[src/rtl/spoc_block_assembler.sv]
// rtl/spoc_block_assembler.sv - SpoC rate-block assembler: bdi word packing, 10* padding, truncated bdo streaming
module spoc_block_assembler #(
    parameter  int PW         = 32,
    parameter  int RATE_BYTES = 8,
    localparam int WORDS      = RATE_BYTES * 8 / PW,
    localparam int SZW        = $clog2(PW / 8) + 1,
    localparam int BCW        = $clog2(RATE_BYTES) + 1
) (
    input  logic                      clk,
    input  logic                      rst,
    input  logic [PW-1:0]             bdi,
    input  logic                      bdi_valid,
    output logic                      bdi_ready,
    input  logic [SZW-1:0]            bdi_size,
    input  logic                      bdi_eot,
    input  logic [3:0]                bdi_type,
    input  logic                      decrypt,
    input  logic [RATE_BYTES*8-1:0]   ks,
    output logic [RATE_BYTES*8-1:0]   blk,
    output logic                      blk_valid,
    input  logic                      blk_ready,
    output logic                      blk_partial,
    output logic [BCW-1:0]            blk_bytes,
    output logic [3:0]                blk_type,
    output logic [PW-1:0]             bdo,
    output logic                      bdo_valid,
    input  logic                      bdo_ready,
    output logic [SZW-1:0]            bdo_size
);

    localparam int PWB = PW / 8;
    localparam int RB  = RATE_BYTES * 8;
    localparam int WCW = (WORDS > 1) ? $clog2(WORDS) : 1;

    typedef enum logic [1:0] {
        FILL = 2'd0,
        HOLD = 2'd1,
        EMIT = 2'd2
    } state_t;

    state_t           state_q, state_d;
    logic [RB-1:0]    buffer;
    logic [RB-1:0]    out_reg;
    logic [WCW-1:0]   word_ctr;
    logic [WCW-1:0]   out_ctr;
    logic [BCW-1:0]   byte_ctr;
    logic [3:0]       type_q;

    logic             bdi_hs, blk_hs, bdo_hs;
    logic             is_msg;
    logic             last_slot;
    logic             last_out;
    logic [PW-1:0]    word_masked;
    logic [RB-1:0]    rate_mask;
    logic [RB-1:0]    xored;
    logic [RB-1:0]    data;
    logic [RB-1:0]    blk_c;
    logic [BCW-1:0]   rem;
    logic [SZW-1:0]   out_size;
    logic [PW-1:0]    out_word;
    logic [PW-1:0]    out_masked;

    assign bdi_hs    = bdi_valid & bdi_ready;
    assign blk_hs    = blk_valid & blk_ready;
    assign bdo_hs    = bdo_valid & bdo_ready;
    assign is_msg    = (type_q[3:1] == 3'b010);
    assign last_slot = (word_ctr == WCW'(WORDS - 1));

    // Incoming word: keep the first bdi_size bytes counted from the MSB
    always_comb begin
        word_masked = '0;
        for (int b = 0; b < PWB; b++) begin
            if (SZW'(b) < bdi_size)
                word_masked[(PWB-1-b)*8 +: 8] = bdi[(PWB-1-b)*8 +: 8];
        end
    end

    always_comb begin
        rate_mask = '0;
        for (int b = 0; b < RATE_BYTES; b++) begin
            if (BCW'(b) < byte_ctr)
                rate_mask[(RATE_BYTES-1-b)*8 +: 8] = 8'hFF;
        end
    end

    assign xored = buffer ^ (ks & rate_mask);
    assign data  = (decrypt && is_msg) ? xored : buffer;

    // Data bytes, then a single 0x80 pad byte, then zeros
    always_comb begin
        blk_c = '0;
        for (int b = 0; b < RATE_BYTES; b++) begin
            if (BCW'(b) < byte_ctr)
                blk_c[(RATE_BYTES-1-b)*8 +: 8] = data[(RATE_BYTES-1-b)*8 +: 8];
            else if (BCW'(b) == byte_ctr)
                blk_c[(RATE_BYTES-1-b)*8 +: 8] = 8'h80;
        end
    end

    assign rem      = byte_ctr - (BCW'(out_ctr) * BCW'(PWB));
    assign out_size = (rem < BCW'(PWB)) ? SZW'(rem) : SZW'(PWB);
    assign last_out = (rem <= BCW'(PWB));

    always_comb begin
        out_word = '0;
        for (int w = 0; w < WORDS; w++) begin
            if (WCW'(w) == out_ctr)
                out_word = out_reg[(WORDS-1-w)*PW +: PW];
        end
    end

    always_comb begin
        out_masked = '0;
        for (int b = 0; b < PWB; b++) begin
            if (SZW'(b) < out_size)
                out_masked[(PWB-1-b)*8 +: 8] = out_word[(PWB-1-b)*8 +: 8];
        end
    end

    assign blk         = blk_c;
    assign blk_bytes   = byte_ctr;
    assign blk_partial = (byte_ctr < BCW'(RATE_BYTES));
    assign blk_type    = type_q;

    always_comb begin
        state_d   = state_q;
        bdi_ready = 1'b0;
        blk_valid = 1'b0;
        bdo_valid = 1'b0;
        bdo       = '0;
        bdo_size  = '0;
        case (state_q)
            FILL: begin
                bdi_ready = 1'b1;
                if (bdi_hs && (bdi_eot || last_slot))
                    state_d = HOLD;
            end
            HOLD: begin
                blk_valid = 1'b1;
                if (blk_hs)
                    state_d = (is_msg && byte_ctr != '0) ? EMIT : FILL;
            end
            EMIT: begin
                bdo_valid = 1'b1;
                bdo       = out_masked;
                bdo_size  = out_size;
                if (bdo_hs && last_out)
                    state_d = FILL;
            end
            default: state_d = FILL;
        endcase
    end

    always_ff @(posedge clk) begin
        if (rst) begin
            state_q  <= FILL;
            buffer   <= '0;
            out_reg  <= '0;
            word_ctr <= '0;
            out_ctr  <= '0;
            byte_ctr <= '0;
            type_q   <= '0;
        end else begin
            state_q <= state_d;
            case (state_q)
                FILL: begin
                    if (bdi_hs) begin
                        for (int w = 0; w < WORDS; w++) begin
                            if (WCW'(w) == word_ctr)
                                buffer[(WORDS-1-w)*PW +: PW] <= word_masked;
                        end
                        byte_ctr <= byte_ctr + BCW'(bdi_size);
                        if (word_ctr == '0)
                            type_q <= bdi_type;
                        word_ctr <= (bdi_eot || last_slot) ? '0 : word_ctr + WCW'(1);
                    end
                end
                HOLD: begin
                    if (blk_hs) begin
                        // out_reg decouples the output stream from ks so state may advance
                        if (is_msg && byte_ctr != '0) begin
                            out_reg <= xored;
                            out_ctr <= '0;
                        end else begin
                            byte_ctr <= '0;
                        end
                    end
                end
                EMIT: begin
                    if (bdo_hs) begin
                        if (last_out) begin
                            out_ctr  <= '0;
                            byte_ctr <= '0;
                        end else begin
                            out_ctr <= out_ctr + WCW'(1);
                        end
                    end
                end
                default: ;
            endcase
        end
    end

endmodule

[config.mk]
export PLATFORM = sky130hd
export DESIGN_NAME = spoc_block_assembler
export DESIGN_NICKNAME = d
export VERILOG_FILES = /design/src/rtl/spoc_block_assembler.sv
export SDC_FILE = /design/constraint.sdc
export NUM_CORES = 1
export LEC_CHECK = 0
export CAP_MARGIN = 25
export CORE_MARGIN = 2
export CORE_UTILIZATION = 35
export CTS_BUF_LIST = sky130_fd_sc_hd__clkbuf_16
export DETAILED_ROUTE_END_ITERATION = 7
export HOLD_SLACK_MARGIN = 0.05
export PLACE_DENSITY_LB_ADDON = 0.08
export SYNTH_ARGS = -nofsm -noshare
export SYNTH_HDL_FRONTEND = slang
export SYNTH_SLANG_ARGS = --single-unit
[constraint.sdc]
create_clock -name clk -period 2.7 [get_ports clk]
set_input_delay 0.54 -clock clk [delete_from_list [all_inputs] [get_ports clk]]
set_output_delay 0.54 -clock clk [all_outputs]
set_load 0.005 [all_outputs]
### Word level (Yosys, flattened, before mapping)

Index checks and enable logic that the tools add are counted.

| operators by class | value |
|---|---|
| bitwise logic cells | 6 |
| magnitude comparators | 19 |
| reduce and logical (&&, ||, !) cells | 17 |
| multiplexer cells | 57 |
| equal/unequal tests | 18 |
| add/sub/neg operators | 4 |

Operator list:

| operator | count |
|---|---|
| $mux W8 | 32 |
| $and A64 B64 Y64 | 1 |
| $mux W32 | 2 |
| $mux W64 | 1 |
| $xor A64 B64 Y64 | 1 |
| $mux W4 | 5 |
| $eq A3 B4 Y1 const A | 4 |
| $lt A3 B4 Y1 const A | 4 |
| $ne A2 B2 Y1 const B | 8 |
| $lt A1 B3 Y1 const A | 4 |
| $lt A2 B3 Y1 const A | 4 |
| $pmux W4 S3 | 1 |
| $reduce_and A3 Y1 | 4 |
| $eq A2 B4 Y1 const A | 2 |
| $lt A1 B4 Y1 const A | 2 |
| $lt A2 B4 Y1 const A | 2 |
| $mux W1 | 8 |
| $mux W2 | 4 |
| $mux W3 | 2 |
| $pmux W2 S3 | 1 |
| $reduce_and A6 Y1 | 1 |
| $add A4 B3 Y4 | 1 |
| $eq A1 B4 Y1 const A | 1 |
| $le A4 B3 Y1 const B | 1 |
| other kinds (19) | 25 |

| storage, ports and cells | value |
|---|---|
| logic and storage cells | 129 |
| bits of input ports | 110 |
| flip-flop bits (word level) | 140 |
| output and inout bits | 111 |

### Depth between registers and ports, before layout

| logic depth | value |
|---|---|
| word-level depth | 6 |
| gate-level depth with buffers | 8 |
| mapped depth without buffers | 7 |

### Worst setup path before layout

Ideal clock, no wire load.

| timing | value |
|---|---|
| kind | flip-flop to output port |
| from | register byte_ctr[2], in the netlist blk_bytes[2] |
| to | output port bdo[10] |
| buffers on the path | 1 |
| arrival | 1.845 ns |
| required time | 2.160 ns |
| slack | 0.315 ns |
| cell stages (with the launch flop) | 9 |
| path through | dfxtp_1 -> buf_2 -> inv_1 -> ha_1 -> nand2b_1 -> nand2_2 -> inv_1 -> a31oi_1 -> nor2_1 |

| on the way | value |
|---|---|
| longest elaborated chain between the ends | 6 |

RTL lines:

| element | line | RTL |
|---|---|---|
| start, declared | 46 | `logic [BCW-1:0] byte_ctr;` |
| start signal, assigned | 172 | `byte_ctr <= byte_ctr + BCW'(bdi_size);` |
| $sub A4 B3 Y4 (*) | 100 | `assign rem = byte_ctr - (BCW'(out_ctr) * BCW'(PWB));` |
| $lt A4 B3 Y1 | 101 | `assign out_size = (rem < BCW'(PWB)) ? SZW'(rem) : SZW'(PWB);` |
| $mux W3 (*) | 101 |  |
| $lt A2 B3 Y1 (*) | 115 | `if (SZW'(b) < out_size)` |
| $mux W8 (*) | 115 |  |
| $mux W32 (*) | 132 | `case (state_q)` |
| end, declared | 25 | `output logic [PW-1:0] bdo,` |

Every way passes the cells marked *; elsewhere a longest branch is shown, timed or not.

### Final worst setup path

| timing | value |
|---|---|
| from | register type_q[3], in the netlist blk_type[3] |
| to | output port blk[23] |

| on the way | value |
|---|---|
| longest elaborated chain between the ends | 4 |

RTL lines:

| element | line | RTL |
|---|---|---|
| start, declared | 47 | `logic [3:0] type_q;` |
| start signal, assigned | 174 | `type_q <= bdi_type;` |
| $eq A3 B2 Y1 | 66 | `assign is_msg = (type_q[3:1] == 3'b010);` |
| $logic_and A1 B1 Y1 | 87 | `assign data = (decrypt && is_msg) ? xored : buffer;` |
| $mux W64 | 87 |  |
| $mux W8 | 93 | `if (BCW'(b) < byte_ctr)` |
| end, declared | 19 | `output logic [RATE_BYTES*8-1:0] blk,` |

No other way between the ends.

==> impl_metrics.py <==
metrics = {
    "outcome": {
        "status": "finished clean",
    },
    "global_route": {
        "grt_start_max_net_pins": 69,
        "overflow": 0,
        "grt_pass1_vias": 7256,
        "track_usage_pct": 21.4,
        "grt_pass1_wl_um": 40500,
        "antenna_found_initial": 1,
    },
    "logic_synthesis": {
        "syn-num-nets": 1154,
        "ys_seq_area_share_pct": 34.4,
        "yosysWarningCount": 0,
        "synth_ff_type": "dfxtp_1",
        "synth-edff-count": 0,
        "synthArstFlopShare_pct": 0,
        "synth-seq-cells": 140,
        "synth_most_common_cell": "nand2_1",
        "syn-instance-count": 1036,
        "yosysTopAreaCellShare_pct": 34.4,
        "postSynthAreaPerCell_um2": 7.86,
        "synth_common_cells": "195 x nand2_1, 164 x nor2_1, 140 x dfxtp_1, 125 x xor2_1, 82 x a21oi_1",
        "synth_area_mm2": 0.00815,
        "ys_types": 55,
        "synth_top_area_cell": "dfxtp_1",
        "synth_area_leaders": "dfxtp_1 34%, xor2_1 13%, nand2_1 9.0%",
    },
    "floorplan": {
        "io_pins": 221,
        "die_w_um": 157,
        "die_h_um": 157,
        "core_mm2": 0.0227,
        "rows": 55,
        "die-area_mm2": 0.0245,
        "start_util_pct": 35.9,
    },
    "placement": {
        "port_buffers": 220,
        "dp_hpwl_um": 18200,
        "post-place-ws_ps": -322,
        "place_congestion": 0.813,
    },
    "power": {
        "ir_drop_uv": 374,
        "p_leak_nw": 4.35,
        "finalPower_mw": 5.79,
        "pwr_density_cell_mw_per_mm2": 498,
    },
    "sta": {
        "clock_skew_ps": 10.7,
        "finalSetupViolCount": 0,
        "slew_headroom_pct": 33.5,
        "finalHoldViolations": 0,
        "fin_ws_ps": 54.7,
        "period_share_pct": 98.0,
        "min_period_ps": 2650,
        "tightest_slew_ps": 998,
        "slew_viol_final": 0,
        "fmaxAchievable_mhz": 378,
    },
    "critical_path": {
        "cp-end-kind": "output pin",
        "timing.critical_path.arrival_ps": 2110,
        "critPathLaunchType": "register",
        "crit_fanout": 4,
        "crit_type": "reg -> out",
        "startpoint": "blk_type[3]",
        "rrSetupSlack_ps": 530,
        "cp.required_ps": 2160,
        "reg2reg_from": "state_q[1]",
    },
    "detailed_routing": {
        "wl_met3_um": 1570,
        "drc": 0,
        "first_pass_iters": 4,
        "dr.max_layer_used": "met4",
        "routed-wl-met2_um": 12700,
        "via_per_inst": 4.94,
        "wl_um": 26800,
        "drt-met1-wl_um": 12300,
        "routedWlPerCell_um": 17.1,
        "drt_iter0_markers": 317,
        "num_vias": 7721,
        "ant_nets": 0,
    },
    "clock_tree": {
        "cts_tree": "built",
        "clock_latency_ps": 420,
        "cts.sink_count": 140,
        "cts_buffers": 17,
        "clk_path_buf_depth": 2,
        "cts_root_buffer": "clkbuf_16",
        "clkTransAtPathRegs_ps": 60,
        "h-tree-depth": 4,
        "cts-hold-fix-buffers": 0,
    },
    "layout": {
        "antenna_cells": 0,
        "syn_to_final_growth_pct": 42.6,
        "nets": 1383,
        "drive_gt1_share_pct": 15.2,
    },
    "min_path": {
        "hp-class": "reg -> reg",
        "worstHoldStart": "blk_type[0]",
    },
    "run": {
        "maxCapViolations": 0,
    },
}
-- stage by stage --
stage               cell area (um2)  util, %  hold slack [ps]  cells  setup TNS, ps
finish                        11600     51.1              467   1563              0
global route                  11600     51.1              481   1563          -56.9
CTS                           11500     50.5              463   1555          -1180
detailed placement            10800     47.4              452   1513         -14790
global placement              10800     47.4              450   1513         -14200
floorplan                      8150        -              453   1036              0
-- final timing paths --
| path | endpoint | cells after the start |
|---|---|---|
| hold reg to reg | blk_type[0] | 2 |
| hold / removal | blk_type[0] | 2 |
| setup reg to reg | out_reg[46] | 7 |
| setup / recovery | blk[23] | 9 |
-- cell usage in the layout (no fill, tap or decap), types with 21 or more instances in the layout --
master,Yosys,final
nor2_1,164,158
nand3_1,66,65
nand2_1,195,194
xor2_1,125,125
a211oi_1,21,21
dfxtp_1,140,135
clkdlybuf4s50_1,0,139
dlygate4sd2_1,0,54
buf_4,3,50
a211oi_2,44,44
mux2i_1,33,33
a21oi_1,82,81
-- layout make-up --
class / instances / area [um2]
Tap cell: 285 / 357
Timing Repair Buffer: 286 / 2810
Sequential cell: 140 / 2810
Multi-Input combinational cell: 810 / 5000
Inverter: 10 / 37.5
Clock buffer: 17 / 425
Fill cell: 2264 / 11100
Clock inverter: 15 / 174
-- critical path: stages, from the launching register on --
cell and delay, ps:
dfxtp_2 350, and4bb_4 250, buf_4 140, buf_12 120
buf_16 130, buf_4 150, a21boi_0 190, o2bb2ai_1 100
o41ai_1 60, buf_2 190
-- where the power goes --
group	internal, mW	leakage [nW]	switching [mW]
clock	1.45	0.292	0.953
combinational	0.541	2.92	0.647
sequential	2.13	1.14	0.0697
total	4.12	4.35	1.67
-- metal layers --
layer,track usage (%),vias to the layer above
met3,5.57,16
met1,27.7,3584
met4,4.94,0
met2,35.7,196
li1,-,3925
met5,0,-
-- cells by family after synthesis --
family / count (synthesis) / synth area share (%)
AO/OA/AOI/OAI: 187 / 17.6
flip-flops: 140 / 34.4
adder cells (fa/ha/maj): 8 / 1.32
buffers and inverters: 86 / 5.30
XOR/XNOR: 128 / 13.8
AND/OR/NAND/NOR: 453 / 23.4
multiplexers: 34 / 4.19
-- timing repair --
| item | CTS | global route |
|---|---|---|
| endpoints found under the setup margin | 96 | 65 |
| pin swaps | 2 | 3 |
| setup buffers | 9 | 6 |
| resized for setup | 126 | 24 |
| cloned | 1 | 2 |
(Power assumes the default switching activity.)
